[src/rtl/blit_pkg.sv]
// Shared types and constants for the sprite blitter and related raster blocks.
// Latency: n/a (package only).
// Backpressure: n/a (package only).
package blit_pkg;

  typedef enum logic [1:0] {
    IDLE = 2'd0,
    DRAW = 2'd1,
    DONE = 2'd2
  } state_t;

  // Visible VGA area; pixels at or beyond these are off-screen.
  localparam int SCREEN_W = 160;
  localparam int SCREEN_H = 120;

  localparam int DEF_X_W     = 8;
  localparam int DEF_Y_W     = 7;
  localparam int DEF_COLOR_W = 3;

  // Counter width for an n-entry scan; a 1-entry scan still needs one bit.
  function automatic int cnt_w(input int n);
    return (n > 1) ? $clog2(n) : 1;
  endfunction

endpackage

[src/rtl/raster_counter.sv]
// Raster-order (cx, cy) scan counter over a W x H block; cx fastest.
// Latency: counters update on the clock edge where en is high; last is combinational.
// Backpressure: none; the scan only moves when en is asserted, clear has priority.
//
// Ports: clock, resetn (async, active low), clear, en -> cx, cy, last.
module raster_counter
  import blit_pkg::*;
#(
  parameter int W = 16,
  parameter int H = 16
) (
  input  logic                clock,
  input  logic                resetn,
  input  logic                clear,
  input  logic                en,
  output logic [cnt_w(W)-1:0] cx,
  output logic [cnt_w(H)-1:0] cy,
  output logic                last
);

  localparam int CXW = cnt_w(W);
  localparam int CYW = cnt_w(H);

  logic cx_end;
  logic cy_end;

  assign cx_end = (cx == CXW'(W - 1));
  assign cy_end = (cy == CYW'(H - 1));
  assign last   = cx_end && cy_end;

  always_ff @(posedge clock or negedge resetn) begin
    if (!resetn) begin
      cx <= '0;
      cy <= '0;
    end else if (clear) begin
      cx <= '0;
      cy <= '0;
    end else if (en) begin
      if (cx_end) begin
        cx <= '0;
        // Wrapping after the final pixel leaves the counter ready for the next blit.
        cy <= cy_end ? '0 : cy + 1'b1;
      end else begin
        cx <= cx + 1'b1;
      end
    end
  end

endmodule

[src/rtl/sprite_blitter.sv]
// Sprite/rectangle blitter: raster-scans SPR_W x SPR_H pixels, one plot strobe per clock.
// Latency: first pixel registered the cycle after start is sampled; done one cycle after the last pixel.
// Backpressure: none; start is only honoured in IDLE, and is dropped (not queued) while busy or done.
//
// Ports: clock, resetn (async, active low); start, x0, y0, erase, color_in in;
//        busy, done, plot, x_out, y_out, color_out out (all registered).
// Optional feature: define BLIT_CLIP_EN to suppress plot for pixels outside the
//        SCREEN_W x SCREEN_H area (wrapped pixels included); scan timing is unchanged.
module sprite_blitter
  import blit_pkg::*;
#(
  parameter int SPR_W    = 16,
  parameter int SPR_H    = 16,
  parameter int X_W      = DEF_X_W,
  parameter int Y_W      = DEF_Y_W,
  parameter int COLOR_W  = DEF_COLOR_W,
  parameter int BG_COLOR = 0
) (
  input  logic               clock,
  input  logic               resetn,
  input  logic               start,
  input  logic [X_W-1:0]     x0,
  input  logic [Y_W-1:0]     y0,
  input  logic               erase,
  input  logic [COLOR_W-1:0] color_in,
  output logic               busy,
  output logic               done,
  output logic               plot,
  output logic [X_W-1:0]     x_out,
  output logic [Y_W-1:0]     y_out,
  output logic [COLOR_W-1:0] color_out
);

  state_t                   state;
  logic                     last_q;   // pixel currently on the outputs is the final one
  logic [X_W-1:0]           x0_l;
  logic [Y_W-1:0]           y0_l;
  logic [COLOR_W-1:0]       color_l;

  logic [cnt_w(SPR_W)-1:0]  cx;
  logic [cnt_w(SPR_H)-1:0]  cy;
  logic                     last;
  logic                     cnt_en;
  logic                     cnt_clear;

  logic [X_W-1:0]           src_x;
  logic [Y_W-1:0]           src_y;
  logic [COLOR_W-1:0]       src_c;
  logic [X_W-1:0]           pix_x;
  logic [Y_W-1:0]           pix_y;
  logic                     pix_vis;

  // The counter always points at the pixel to be emitted on the next edge.
  assign cnt_en    = ((state == IDLE) && start) || ((state == DRAW) && !last_q);
  assign cnt_clear = (state == DONE);

  raster_counter #(
    .W (SPR_W),
    .H (SPR_H)
  ) u_raster_counter (
    .clock  (clock),
    .resetn (resetn),
    .clear  (cnt_clear),
    .en     (cnt_en),
    .cx     (cx),
    .cy     (cy),
    .last   (last)
  );

  // Pixel 0 is emitted on the same edge that samples start, so it is built from
  // the live inputs; later pixels use the latched copies.
  always_comb begin
    src_x = x0_l;
    src_y = y0_l;
    src_c = color_l;
    if (state == IDLE) begin
      src_x = x0;
      src_y = y0;
      src_c = erase ? COLOR_W'(BG_COLOR) : color_in;
    end
  end

`ifdef BLIT_CLIP_EN
  logic [X_W:0] px_w;
  logic [Y_W:0] py_w;

  // One extra bit keeps the carry, so coordinates that wrap are seen as off-screen.
  always_comb begin
    px_w    = {1'b0, src_x} + (X_W + 1)'(cx);
    py_w    = {1'b0, src_y} + (Y_W + 1)'(cy);
    pix_x   = px_w[X_W-1:0];
    pix_y   = py_w[Y_W-1:0];
    pix_vis = (px_w < (X_W + 1)'(SCREEN_W)) && (py_w < (Y_W + 1)'(SCREEN_H));
  end
`else
  always_comb begin
    pix_x   = src_x + X_W'(cx);
    pix_y   = src_y + Y_W'(cy);
    pix_vis = 1'b1;
  end
`endif

  always_ff @(posedge clock or negedge resetn) begin
    if (!resetn) begin
      state     <= IDLE;
      last_q    <= 1'b0;
      x0_l      <= '0;
      y0_l      <= '0;
      color_l   <= '0;
      busy      <= 1'b0;
      done      <= 1'b0;
      plot      <= 1'b0;
      x_out     <= '0;
      y_out     <= '0;
      color_out <= '0;
    end else begin
      case (state)
        IDLE: begin
          done <= 1'b0;
          if (start) begin
            x0_l      <= x0;
            y0_l      <= y0;
            color_l   <= src_c;
            busy      <= 1'b1;
            plot      <= pix_vis;
            x_out     <= pix_x;
            y_out     <= pix_y;
            color_out <= src_c;
            last_q    <= last;
            state     <= DRAW;
          end
        end

        DRAW: begin
          if (last_q) begin
            busy      <= 1'b0;
            plot      <= 1'b0;
            done      <= 1'b1;
            x_out     <= '0;
            y_out     <= '0;
            color_out <= '0;
            last_q    <= 1'b0;
            state     <= DONE;
          end else begin
            plot      <= pix_vis;
            x_out     <= pix_x;
            y_out     <= pix_y;
            color_out <= src_c;
            last_q    <= last;
          end
        end

        DONE: begin
          done  <= 1'b0;
          state <= IDLE;
        end

        default: begin
          busy  <= 1'b0;
          plot  <= 1'b0;
          done  <= 1'b0;
          state <= IDLE;
        end
      endcase
    end
  end

endmodule

[config.mk]
export PLATFORM = sky130hd
export DESIGN_NAME = sprite_blitter
export DESIGN_NICKNAME = d
export VERILOG_FILES = /design/src/rtl/blit_pkg.sv /design/src/rtl/raster_counter.sv /design/src/rtl/sprite_blitter.sv
export SDC_FILE = /design/constraint.sdc
export NUM_CORES = 1
export LEC_CHECK = 0
export BUFFER_PORTS_ARGS = -buffer_cell sky130_fd_sc_hd__buf_2
export CAP_MARGIN = 20
export CORE_MARGIN = 10
export CORE_UTILIZATION = 46
export CTS_CLUSTER_DIAMETER = 100
export CTS_CLUSTER_SIZE = 40
export DETAILED_ROUTE_END_ITERATION = 8
export PLACE_DENSITY = 0.72
export SYNTH_ARGS = -nofsm -noshare
export SYNTH_HDL_FRONTEND = slang
export SYNTH_SLANG_ARGS = --single-unit
[constraint.sdc]
create_clock -name clock -period 2.45 [get_ports clock]
set_clock_uncertainty 0.05 [all_clocks]
set_input_delay 0.49 -clock clock [delete_from_list [all_inputs] [get_ports clock]]
set_output_delay 0.49 -clock clock [all_outputs]
set_load 0.01 [all_outputs]
Yosys cells after proc, flatten, opt, wreduce, memory -nomap -nowiden
Index checks and enable logic that the tools add are counted.

Register bits after elaboration: 50. Input port bits: 22. Output and inout port bits: 21. Word-level logic and storage cells: 72.

Add/subtract/negate cells: 4. Equal/unequal tests: 6. Mux-type cells: 33. Bitwise operators: 1. Reductions and logical operators: 15.

Operator list (count): 4-bit 2-to-1 mux (7); 8-bit 2-to-1 mux (3); 7-bit 2-to-1 mux (3); 8-bit one-hot mux with 2 select lines (1); 7-bit one-hot mux with 2 select lines (1); 3-bit 2-to-1 mux (4); 2-bit AND reduction (5); 4-bit by 1-bit adder with 4-bit output, second input constant (2); 8-bit by 4-bit adder with 8-bit output (1); 4-bit equality test, second input constant (2); 7-bit by 4-bit adder with 7-bit output (1); 1-bit 2-to-1 mux (7); 1-bit one-hot mux with 3 select lines (2); 3-bit one-hot mux with 2 select lines (1); 2-bit nonzero test (3); 2-bit 2-to-1 mux (2); 2-bit inequality test, second input constant (2); 2-bit one-hot mux with 2 select lines (1); 1-bit logical AND (3); 3-bit AND reduction (1); 2-bit by 1-bit equality test with 1-bit output, second input constant (1); 2-bit equality test, second input constant (1); 2-bit zero test (1); 1-bit one-hot mux with 2 select lines (1); other kinds (3) (3).

Longest topological paths before layout
Depth in word-level cells: 5. Gate-level depth with buffers: 13. Depth with buffers taken out: 11.

By module
From an unflattened synthesis, not the netlist that was laid out.

Cell total of the unflattened synthesis: 261. Area total of the unflattened synthesis: 2637.5 um^2.

Modules (own cells, without submodules): sprite_blitter (times used 1, cells an instance 214, area an instance 2193.4 um^2, sequential area each 1051.0 um^2); raster_counter (times used 1, cells an instance 47, area an instance 444.2 um^2, sequential area each 200.2 um^2).

Worst setup path after synthesis
Ideal clock, no wire load.

Kind: register -> register. From: register state[1]. To: register y_out[6]. Library setup time: 83 ps. Arrival time: 2423 ps. Required time: 2317 ps. Slack: -106 ps. Stages on the path, launching flop included: 13. Path buffers: 2. Period minus slack after synthesis: 2556 ps. Cells stage by stage: dfrtp_1 -> or2_1 -> buf_2 -> clkbuf_1 -> nand2_1 -> nand2_1 -> ha_1 -> fa_1 -> a21o_1 -> a21oi_1 -> nor3_1 -> xor2_1 -> o21ai_0.

Longest elaborated chain between the ends: 5. Elaborated cells on any way between the ends: 10. Classes of those cells: add/sub: 1; eq/ne: 2; mux: 4; reduce/logical: 3.

Ends and longest elaborated chain: start, declared (RTL line sprite_blitter.sv:34) `state_t state;`; start signal, assigned (RTL line sprite_blitter.sv:105) `state <= IDLE;`; start signal, assigned (RTL line sprite_blitter.sv:130) `state <= DRAW;`; start signal, assigned (RTL line sprite_blitter.sv:143) `state <= DONE;`; 2-bit zero test (RTL line sprite_blitter.sv:76, sprite_blitter.sv:117); 7-bit 2-to-1 mux (RTL line sprite_blitter.sv:76) `if (state == IDLE) begin`; 7-bit by 4-bit adder with 7-bit output (RTL line sprite_blitter.sv:98) `pix_y = src_y + Y_W'(cy);`; 7-bit 2-to-1 mux (on tied branches) (RTL line sprite_blitter.sv:135, sprite_blitter.sv:120); 7-bit one-hot mux with 2 select lines (RTL line sprite_blitter.sv:117) `case (state)`; end signal, assigned (RTL line sprite_blitter.sv:127) `y_out <= pix_y;`; end signal, assigned (RTL line sprite_blitter.sv:147) `y_out <= pix_y;`; end, declared (RTL line sprite_blitter.sv:30) `output logic [Y_W-1:0] y_out,`.

Parallel ways exist; a longest one is shown, timed or not. The select of a mux whose other input is x is not followed. A chain may end at the register's enable or synchronous reset.

Worst setup path in the final report
Ends and elaborated chain as after synthesis.

==> metrics <==
EDFF count, synth=0; wire per inst=approximately 14 um; PD cells=862 nW/um^2; drt initial violations=approximately 110; post-synthesis register bit count=50; routed wire length=roughly 5.4 mm; maximum VDD drop=between 0.4 and 0.5 mV; Synth async-reset ratio=100%; Final setup viols=0; fin util=a little over half; Clock Latency Late Sink=0.29 ns; clock buffer count from CTS=5; GRT Util Overall=13.0%; Residual DRC=0; row count=27; final-stage net count=339; Port-buffer cells=between 40 and 50; CTS Sinks=50; period utilization=91.4%; CTS clk-pin slew, worst paths=0.09 ns; antenna viol nets, final=0; CTS tree=built; Final HPWL DP=4.29 mm; n_diodes=0; outcome=finished, final reports clean; DIE WIDTH=94.8 um; CP max FO=7; drt via density=between 5 and 6; Die Height=94.8 um; setup bufs post-CTS=0; Setup Total Neg Slack=0 ns; RSZ-0062 raised after global routing=no; Syn. warnings=0; GP Congestion=0.848; final hold vios=0; first-pass GRT wire length=9.54 mm; P&R area growth vs syn=17.0%; LEAKAGE=between 1.5 and 2 nW; R2R depth=10; Max-slew headroom=45.4%; cell count after synthesis=254; Final Non-Filler Cells=376; CTS root buf=clkbuf_8; reg2reg start=state[1]; grt ovf=0; Critical Path Sink Type=flop; Worst EP required=2.61 ns; Worst Max-Slew Pin Slew=0.817 ns; unique cell type count in the Yosys netlist=38; HP Class=input pin to async pin; H-tree Lvls=2; max-cap violations=0; R2R Setup Slk=0.21 ns; Worst setup SP type=flop; layout cells sized above 1=a little over a quarter; initial core utilization=47.0%; die area=8980 sq um; vias in the first global route=between 2k and 2.5k; initial antenna violation count=0; largest net degree at the start of global routing=22; drt pass-1 iters=5; crit path kind=flop to flop; vias=1897; fmax=447 MHz; Syn Nets=290; CP arrival=2.40 ns; CTS Buffer Depth=2; dpl cells=about 370; main flop type after synthesis=dfrtp_1; Reg2Reg Capture Point=y_out[6]; min Tclk post-route=2.24 ns; register area share after synthesis=around half; IO Pins=43; core area=around 5500 sq um; syn_area_per_cell=10.1 sq um; final max-slew violation count=0; synthesized cell area=around 2600 sq um
[layout by cell type, fill, tap and decap left out, types with 7 or more instances in the layout]
cell and count:
xor2_1 7, mux2_2 15, buf_4 11, dfrtp_1 50, a21oi_1 9, ha_1 12, mux2i_1 8, buf_2 42
o21ai_0 20, nand2_1 55, nor2_1 8
[metrics by stage]
step                      power, mW  worst slack [ns]  hold WS, ns  instance area [sq um]
after global placement         2.10             0.224        0.390                   2910
after global routing           2.84            0.0165       0.0855                   3010
after floorplan                1.82            0.0314        0.144                   2580
after detailed placement       2.14             0.154        0.393                   2910
final                          2.59             0.210       0.0564                   3010
after CTS                      2.64             0.127       0.0710                   3010
[sequential cells by signal, summed over array words and instances, names as in the netlist]
register             flops
last_q                   1
y0_l                     7
state                    2
x0_l                     8
done                     1
y_out                    7
color_l                  3
u_raster_counter.cy      4
plot                     1
busy                     1
color_out                3
u_raster_counter.cx      4
x_out                    8
[cells by family after synthesis]
group / synth area share, %
AND/OR/NAND/NOR: 15.3
AO/OA/AOI/OAI: 11.7
flip-flops: 48.7
multiplexers: 9.68
buffers and inverters: 3.16
adder cells (fa/ha/maj): 7.40
XOR/XNOR: 4.09
[power breakdown]
part	internal (mW)	leakage, nW	switching, mW
Sequential	1.05	0.618	0.174
Clock	0.227	0.0472	0.261
Combinational	0.432	0.847	0.449
[synth_stat cells, types with 3 or more instances]
cell type | instances | share of area [%]
nand2_1 | 55 | 8.0
dfrtp_1 | 50 | 49
o21ai_0 | 20 | 3.9
mux2_2 | 15 | 6.6
ha_1 | 12 | 5.8
a21oi_1 | 10 | 1.9
clkbuf_1 | 8 | 1.2
mux2i_1 | 8 | 3.1
nor2_1 | 8 | 1.2
xor2_1 | 7 | 2.4
inv_1 | 6 | 0.88
xnor2_1 | 5 | 1.7
a21o_1 | 4 | 1.2
a22o_1 | 4 | 1.4
nand2b_1 | 4 | 0.97
nand3_1 | 4 | 0.78
nor3_1 | 4 | 0.78
nor3b_1 | 3 | 0.88
o21a_1 | 3 | 0.88
[what timing repair did]
action,CTS,global route
gates resized for setup,0,1
setup endpoints to repair,0,5
hold buffers,0,0
[cell type report]
cell class / count / area [sq um]
Tap cell: 72 / 90.1
Clock inverter: 2 / 12.5
Clock buffer: 6 / 82.6
Fill cell: 509 / 2460
Timing Repair Buffer: 53 / 293
Inverter: 7 / 31.3
Sequential cell: 50 / 1250
Multi-Input combinational cell: 186 / 1250
[worst max path at each step]
stage	startpoint	to	slack (ns)
6_report	state[1]	y_out[6]	0.21
5_1_grt	state[1]	y_out[5]	0.02
4_1_cts	state[1]	y_out[6]	0.13
3_5_place_dp	state[1]	y_out[6]	0.15
3_3_place_gp	state[1]	y_out[6]	0.22
2_1_floorplan	state[1]	x_out[6]	0.03
[metal layers]
metal | global-route usage [%] | vias to the layer above | wire length [um]
met5 | 0 | - | 0
met4 | 3.12 | 0 | 38
met3 | 3.09 | 4 | 356
met2 | 22.2 | 45 | 2630
met1 | 16.2 | 880 | 2380
li1 | - | 968 | -
[critical path, cell delays in order (launching register included)]
cell	delay, ns
dfrtp_1	0.41
or2_4	0.30
buf_4	0.16
nand2_1	0.06
nand2_1	0.10
fa_2	0.39
a21o_1	0.18
a21oi_2	0.17
nor3_1	0.07
xor2_1	0.16
o21ai_0	0.13
No activity file was read; power rests on OpenSTA's default activity.
